**config.mk**
```make
export PLATFORM = sky130hd
export DESIGN_NAME = fetch_stage
export DESIGN_NICKNAME = d
export VERILOG_FILES = /design/src/rtl/fetch_stage.sv
export SDC_FILE = /design/constraint.sdc
export NUM_CORES = 1
export LEC_CHECK = 0
export CORE_MARGIN = 3
export CORE_UTILIZATION = 50
export CTS_BUF_LIST = sky130_fd_sc_hd__clkbuf_8
export DETAILED_ROUTE_END_ITERATION = 6
export GPL_TIMING_DRIVEN = 0
export PLACE_DENSITY_LB_ADDON = 0.08
export SLEW_MARGIN = 20
export SYNTH_ARGS = -nofsm -noshare
export SYNTH_HDL_FRONTEND = slang
export SYNTH_SLANG_ARGS = --single-unit
```
**constraint.sdc**
```tcl
create_clock -name clock -period 16.6 [get_ports clock]
set_clock_uncertainty 0.2 [all_clocks]
set_input_delay 1.66 -clock clock [delete_from_list [all_inputs] [get_ports clock]]
set_output_delay 1.66 -clock clock [all_outputs]
set_load 0.005 [all_outputs]
```
**src/rtl/fetch_stage.sv**
```systemverilog
// Instruction-fetch stage: owns the PC, drives a 1-cycle synchronous imem, and
// feeds IF/ID through a 2-entry skid buffer that absorbs responses during stalls.
module fetch_stage #(
  parameter int              XLEN      = 32,
  parameter logic [XLEN-1:0] RESET_PC  = '0,
  parameter logic [XLEN-1:0] NOP_INSTR = 32'h0000_0013
) (
  input  logic            clock,
  input  logic            reset,
  input  logic            stall,
  input  logic            redirect,
  input  logic [XLEN-1:0] redirect_pc,
  output logic            imem_req,
  output logic [XLEN-1:0] imem_addr,
  input  logic [XLEN-1:0] imem_rdata,
  output logic            if_id_valid,
  output logic [XLEN-1:0] if_id_pc,
  output logic [XLEN-1:0] if_id_instr
);

  logic [XLEN-1:0]          r_pc;
  logic                     r_inflight;
  logic [XLEN-1:0]          r_inflight_pc;
  logic [1:0]               r_count;
  logic [1:0][XLEN-1:0]     r_buf_pc;
  logic [1:0][XLEN-1:0]     r_buf_instr;
  logic                     r_id_valid;
  logic [XLEN-1:0]          r_id_pc;
  logic [XLEN-1:0]          r_id_instr;

  logic                     w_req;
  logic [XLEN-1:0]          w_addr;
  logic [XLEN-1:0]          w_pc_n;
  logic [1:0]               w_occ;
  logic [1:0]               w_slot;
  logic                     w_take_incoming;
  logic [1:0]               w_count_n;
  logic [1:0][XLEN-1:0]     w_buf_pc_n;
  logic [1:0][XLEN-1:0]     w_buf_instr_n;
  logic                     w_id_valid_n;
  logic [XLEN-1:0]          w_id_pc_n;
  logic [XLEN-1:0]          w_id_instr_n;

  // Buffered entries plus the response still on its way; bounded by 2.
  assign w_occ = r_count + {1'b0, r_inflight};

  always_comb begin
    w_req           = 1'b0;
    w_addr          = r_pc;
    w_pc_n          = r_pc;
    w_slot          = r_count;
    w_take_incoming = 1'b0;
    w_count_n       = r_count;
    w_buf_pc_n      = r_buf_pc;
    w_buf_instr_n   = r_buf_instr;
    w_id_valid_n    = r_id_valid;
    w_id_pc_n       = r_id_pc;
    w_id_instr_n    = r_id_instr;

    if (redirect) begin
      w_req        = 1'b1;
      w_addr       = redirect_pc & ~XLEN'(3);
      w_pc_n       = w_addr + XLEN'(4);
      w_count_n    = 2'd0;
      w_id_valid_n = 1'b0;
      w_id_pc_n    = '0;
      w_id_instr_n = NOP_INSTR;
    end else begin
      w_req = !stall || (w_occ < 2'd2);
      if (w_req) begin
        w_pc_n = r_pc + XLEN'(4);
      end

      if (!stall) begin
        if (r_count != 2'd0) begin
          w_id_valid_n     = 1'b1;
          w_id_pc_n        = r_buf_pc[0];
          w_id_instr_n     = r_buf_instr[0];
          w_buf_pc_n[0]    = r_buf_pc[1];
          w_buf_instr_n[0] = r_buf_instr[1];
          w_slot           = r_count - 2'd1;
        end else if (r_inflight) begin
          w_take_incoming = 1'b1;
          w_id_valid_n    = 1'b1;
          w_id_pc_n       = r_inflight_pc;
          w_id_instr_n    = imem_rdata;
        end else begin
          w_id_valid_n = 1'b0;
          w_id_pc_n    = '0;
          w_id_instr_n = NOP_INSTR;
        end
      end

      // A response that IF/ID did not take goes to the tail, keeping program order.
      w_count_n = w_slot;
      if (r_inflight && !w_take_incoming && (w_slot != 2'd2)) begin
        w_buf_pc_n[w_slot[0]]    = r_inflight_pc;
        w_buf_instr_n[w_slot[0]] = imem_rdata;
        w_count_n                = w_slot + 2'd1;
      end
    end
  end

  always_ff @(posedge clock or negedge reset) begin
    if (!reset) begin
      r_pc        <= RESET_PC;
      r_inflight  <= 1'b0;
      r_count     <= 2'd0;
      r_id_valid  <= 1'b0;
      r_id_pc     <= '0;
      r_id_instr  <= NOP_INSTR;
    end else begin
      r_pc        <= w_pc_n;
      r_inflight  <= w_req;
      r_count     <= w_count_n;
      r_id_valid  <= w_id_valid_n;
      r_id_pc     <= w_id_pc_n;
      r_id_instr  <= w_id_instr_n;
    end
  end

  // Payload only; its meaning is qualified by r_inflight / r_count.
  always_ff @(posedge clock) begin
    r_inflight_pc <= w_addr;
    r_buf_pc      <= w_buf_pc_n;
    r_buf_instr   <= w_buf_instr_n;
  end

  overflow_chk: assert property (@(posedge clock) disable iff (!reset)
    !(stall && !redirect && r_inflight && (r_count == 2'd2)));

  assign imem_req    = w_req;
  assign imem_addr   = w_addr;
  assign if_id_valid = r_id_valid;
  assign if_id_pc    = r_id_pc;
  assign if_id_instr = r_id_instr;

endmodule

```
Yosys cells after proc, flatten, opt, wreduce, memory -nomap -nowiden
Index checks and enable logic that the tools add are counted.

word-level totals
  register bits after elaboration = 260
  bits of input ports = 68
  output and inout bits = 98
  word-level logic and storage cells = 67

operators by class
  $add $sub $neg = 5
  magnitude comparators = 3
  equality and inequality tests = 2
  muxes and demuxes = 36
  bitwise gates (word level) = 1
  reduce and logical (&&, ||, !) cells = 9

operators with widths
  cell                                                                      count
  32-bit two-way mux                                                        20
  64-bit bitwise mux                                                        2
  32-bit by 3-bit adder with 32-bit output (second input constant)          2
  32-bit demux with 1-bit select                                            1
  2-bit two-way mux                                                         5
  1-bit two-way mux                                                         8
  2-bit nonzero test                                                        2
  1-bit logical AND                                                         3
  2-bit by 1-bit adder with 2-bit output                                    1
  2-bit by 1-bit adder with 2-bit output (second input constant)            1
  1-bit logical NOT                                                         2
  1-bit by 2-bit < comparator with 1-bit output (second input constant)     1
  2-bit < comparator (second input constant)                                1
  2-bit by 1-bit inequality test with 1-bit output (second input constant)  1
  2-bit inequality test (second input constant)                             1
  2-bit AND reduction                                                       1
  2-bit by 1-bit subtractor with 2-bit output (second input constant)       1
  1-bit greater-or-equal comparator (second input constant)                 1
  1-bit logical OR                                                          1
  1-bit inverter                                                            1

Depth between registers and ports, before layout
  word-level depth = 10
  depth in mapped cells = 13
  depth with buffers taken out = 7

Least setup slack after synthesis
No wires, ideal clock.

  path kind = input to register
  start point = in redirect
  end point = reg r_buf_instr[32] (netlist bit) (enable)
  library setup time = 558 ps
  arrival = 6731 ps
  data required time = 15842 ps
  slack = 9111 ps
  stages = 6
  path buffers = 5
  cells stage by stage = buf_6 buf_2 buf_2 buf_2 buf_2 nor3_1

on the way
  cells in the longest elaborated chain, start to end = 2

ends and longest elaborated chain
  what                           RTL line  RTL
  start, declared                11        input logic redirect,
  1-bit inverter (no line)       n/a
  2-bit AND reduction (no line)  n/a
  end signal, assigned           126       r_buf_instr <= w_buf_instr_n;
  end, declared                  26        logic [1:0][XLEN-1:0] r_buf_instr;

Every way passes these cells.
A chain may end at the register's enable or synchronous reset.

Final worst setup path
  start point = in redirect
  end point = out imem_req

on the way
  cells in the longest elaborated chain, start to end = 1

ends and longest elaborated chain
  what               RTL line  RTL
  1-bit two-way mux  60        if (redirect) begin
  end, declared      13        output logic imem_req,

Every way passes these cells.

==> results_dict.tcl <==
set metrics [dict create \
    ys_seq_area_frac 0.619 \
    max_slew_margin 0.442 \
    ys.flop_type "edfxtp_1" \
    routabilityCongestion 0.902 \
    cts-hold-fix-buffers 0 \
    layout_commonest_cell "clkdlybuf4s50_1" \
    synthMuxAreaShare 0.140 \
    grt_max_degree 51 \
    grt_pass1_vias 7984 \
    die_x_um 155 \
    slowest_delay_ns 0.64 \
    worst_pin_slew_ns 0.837 \
    worstPathArrival_ns 4.32 \
    wl_um 27800 \
    row_count 53 \
    cts_sinks 254 \
    slew_violations 0 \
    crit_family "buffers and inverters" \
    layout_common_cells "clkdlybuf4s50_1 (158), nand2_1 (154), mux2i_1 (127), o21ai_0 (126), edfxtp_1 (126)" \
    status "complete, no violations" \
    min_period_ns 6.18 \
    synth_compound_area_frac 0.0950 \
    crit_type "in -> out" \
    vdd_drop_max_v 0.0000554 \
    syn_inst 928 \
    max_freq_ghz 0.162 \
    io_pins 166 \
    async_reset_ff_frac 0.386 \
    viasPerCell 5.53 \
    postSynthAreaPerCell_um2 11.9 \
    syn_area_um2 11000 \
    clk_latency_ns 0.53 \
    yosys.area_share.simple 0.104 \
    root_buffer "clkbuf_8" \
    dieArea_um2 23900 \
    rsz0062_at_grt "no" \
    core_area_um2 21400 \
    placed_area_um2 13100 \
    hp-class "reg -> reg" \
    drc 0 \
    clk_path_buf_depth 3 \
    synth_top_family_by_area "multiplexers" \
    synth-xor-area-share 0.0111 \
    power_density_nw_per_um2 120 \
    finalCoreUtilization 0.655 \
    worstPathRequired_ns 14.74 \
    worstSetupStartpointType "input pin" \
    wl_per_cell_um 19.2 \
    globalRouteOverflowTotal 0 \
    grt_pass1_wl_um 44400 \
    cts_inserted_buffers 42 \
    htree_levels 2 \
    max-cap-violations 0 \
    firstDrtPassIters 5 \
    yosysWarnings 0 \
    yosysUniqueCellTypes 55 \
    worst-path-buf-inv 7 \
    slowest_stage "clkdlybuf4s50_1" \
    cts_resized 0 \
    cp_max_fo 11 \
    die_height_um 155 \
    worstSetupEndpointType "output port" \
    area_growth_pct 26.7 \
    final.setup.tns_ns 0 \
    via_count 8029 \
    ys_seq_elements 254 \
    power.leakage_nw 6.06 \
    period_share 0.372 \
    start_util 0.517 \
    cts_tree "yes" \
    setup_violations 0 \
    dr.first_iter.drc_count 427 \
    final_nets 1213 \
    synth-edff-count 126 \
    drive_gt1_frac 0.109 \
    hpwl_um 19100 \
    track_usage 0.232 \
    port_buffers 159 \
    num_antenna_cells 0 \
    synthAdderAreaFrac 0.00227 \
    design_area_um2 14000 \
    crit_chain "buf_6, buf_2, nor2b_1, clkbuf_1, o21a_1, buf_2, inv_2, buf_1, clkdlybuf4s50_1" \
    cts_setup_buffers 0 \
    p_total_mw 1.68 \
    antenna_found_initial 0 \
    ant_nets 0 \
    cp_common_cell "buf_2" \
    final_hold_viol_count 0 \
    cts.clk_slew.worst_paths_ns 0.05 \
]
-- worst register-to-register path, delay by kind of cell, from the launching register on --
family                     cells  cell delay (ns)
buffers and inverters          3             1.11
and+or+nand+nor                4             1.18
DFF                            1             0.37
AOI/OAI and AO/OA              2             0.20
adders and majority gates      1             0.22
-- per-layer routing --
metal	vias up	GRT usage	wire length [µm]
li1	3805	-	-
met1	3928	0.332	12600
met2	260	0.373	13200
met3	36	0.0431	1640
met4	0	0.0534	340
met5	-	0	0
-- flip-flops by register name, indices dropped and copies added, names as in the netlist --
signal / flops
r_inflight: 1
if_id_valid: 1
r_buf_pc: 62
r_buf_instr: 64
r_count: 2
if_id_pc: 32
r_inflight_pc: 30
if_id_instr: 32
r_pc: 30
-- worst paths after layout --
path	cells after the start	slack, ns	endpoint	from
max	9	10.42	imem_req	redirect
min	0	0.27	r_buf_pc[57]	r_inflight_pc[25]
min reg2reg	0	0.27	r_buf_pc[57]	r_inflight_pc[25]
max in group asynchronous	2	14.64	if_id_instr[4]	reset
max reg2reg	10	13.16	r_buf_pc[4]	r_count[0]
min in group asynchronous	1	0.87	if_id_instr[24]	reset
-- area by class of cell --
type	count	area (µm²)
clock buffers	54	743
clock inverters	24	120
flip-flops and latches	254	6840
plain buffers	63	290
repair buffers	170	1730
inverters	8	32.5
well taps	275	344
multi-input cells	604	3890
fillers	1674	7360
-- power by group --
part / total [mW] / internal, mW / switching [mW] / leakage [nW]
registers: 0.808 / 0.758 / 0.0495 / 2.70
clock network: 0.547 / 0.307 / 0.240 / 0.506
logic: 0.328 / 0.156 / 0.172 / 2.86
-- kinds of logic (layout without fill, tap and decap cells) --
logic type | after synthesis | after routing
flops | 254 | 254
simple gates | 245 | 245
compound gates | 190 | 190
mux | 151 | 151
buf+inv | 71 | 319
xor+xnor | 14 | 14
fa+ha+maj | 2 | 2
other cells | 1 | 2
-- Yosys cell counts, types with 7 or more instances --
master | instances | area, µm²
buf_2 | 16 | 80.1
o21ai_0 | 126 | 631
nand4_1 | 10 | 62.6
o31ai_1 | 9 | 67.6
clkbuf_1 | 38 | 143
dfxtp_1 | 30 | 601
nand3_1 | 12 | 60.1
edfxtp_1 | 126 | 3780
mux2i_1 | 127 | 1270
nand2_1 | 154 | 578
nor2_1 | 19 | 71.3
and3_1 | 10 | 62.6
dfrtp_1 | 95 | 2380
mux2_2 | 24 | 270
inv_1 | 7 | 26.3
a21oi_1 | 22 | 110
xnor2_1 | 8 | 70.1
-- through the flow --
step / cells / worst slack [ns] / hold slack [ns]
2_1_floorplan: 929 / 9.11 / 0.230
3_5_place_dp: 1374 / 10.43 / 0.251
4_1_cts: 1452 / 10.42 / 0.269
5_1_grt: 1452 / 10.32 / 0.282
6_report: 1452 / 10.42 / 0.266
3_3_place_gp: 1363 / 5.73 / 0.246
(Power assumes the default switching activity.)
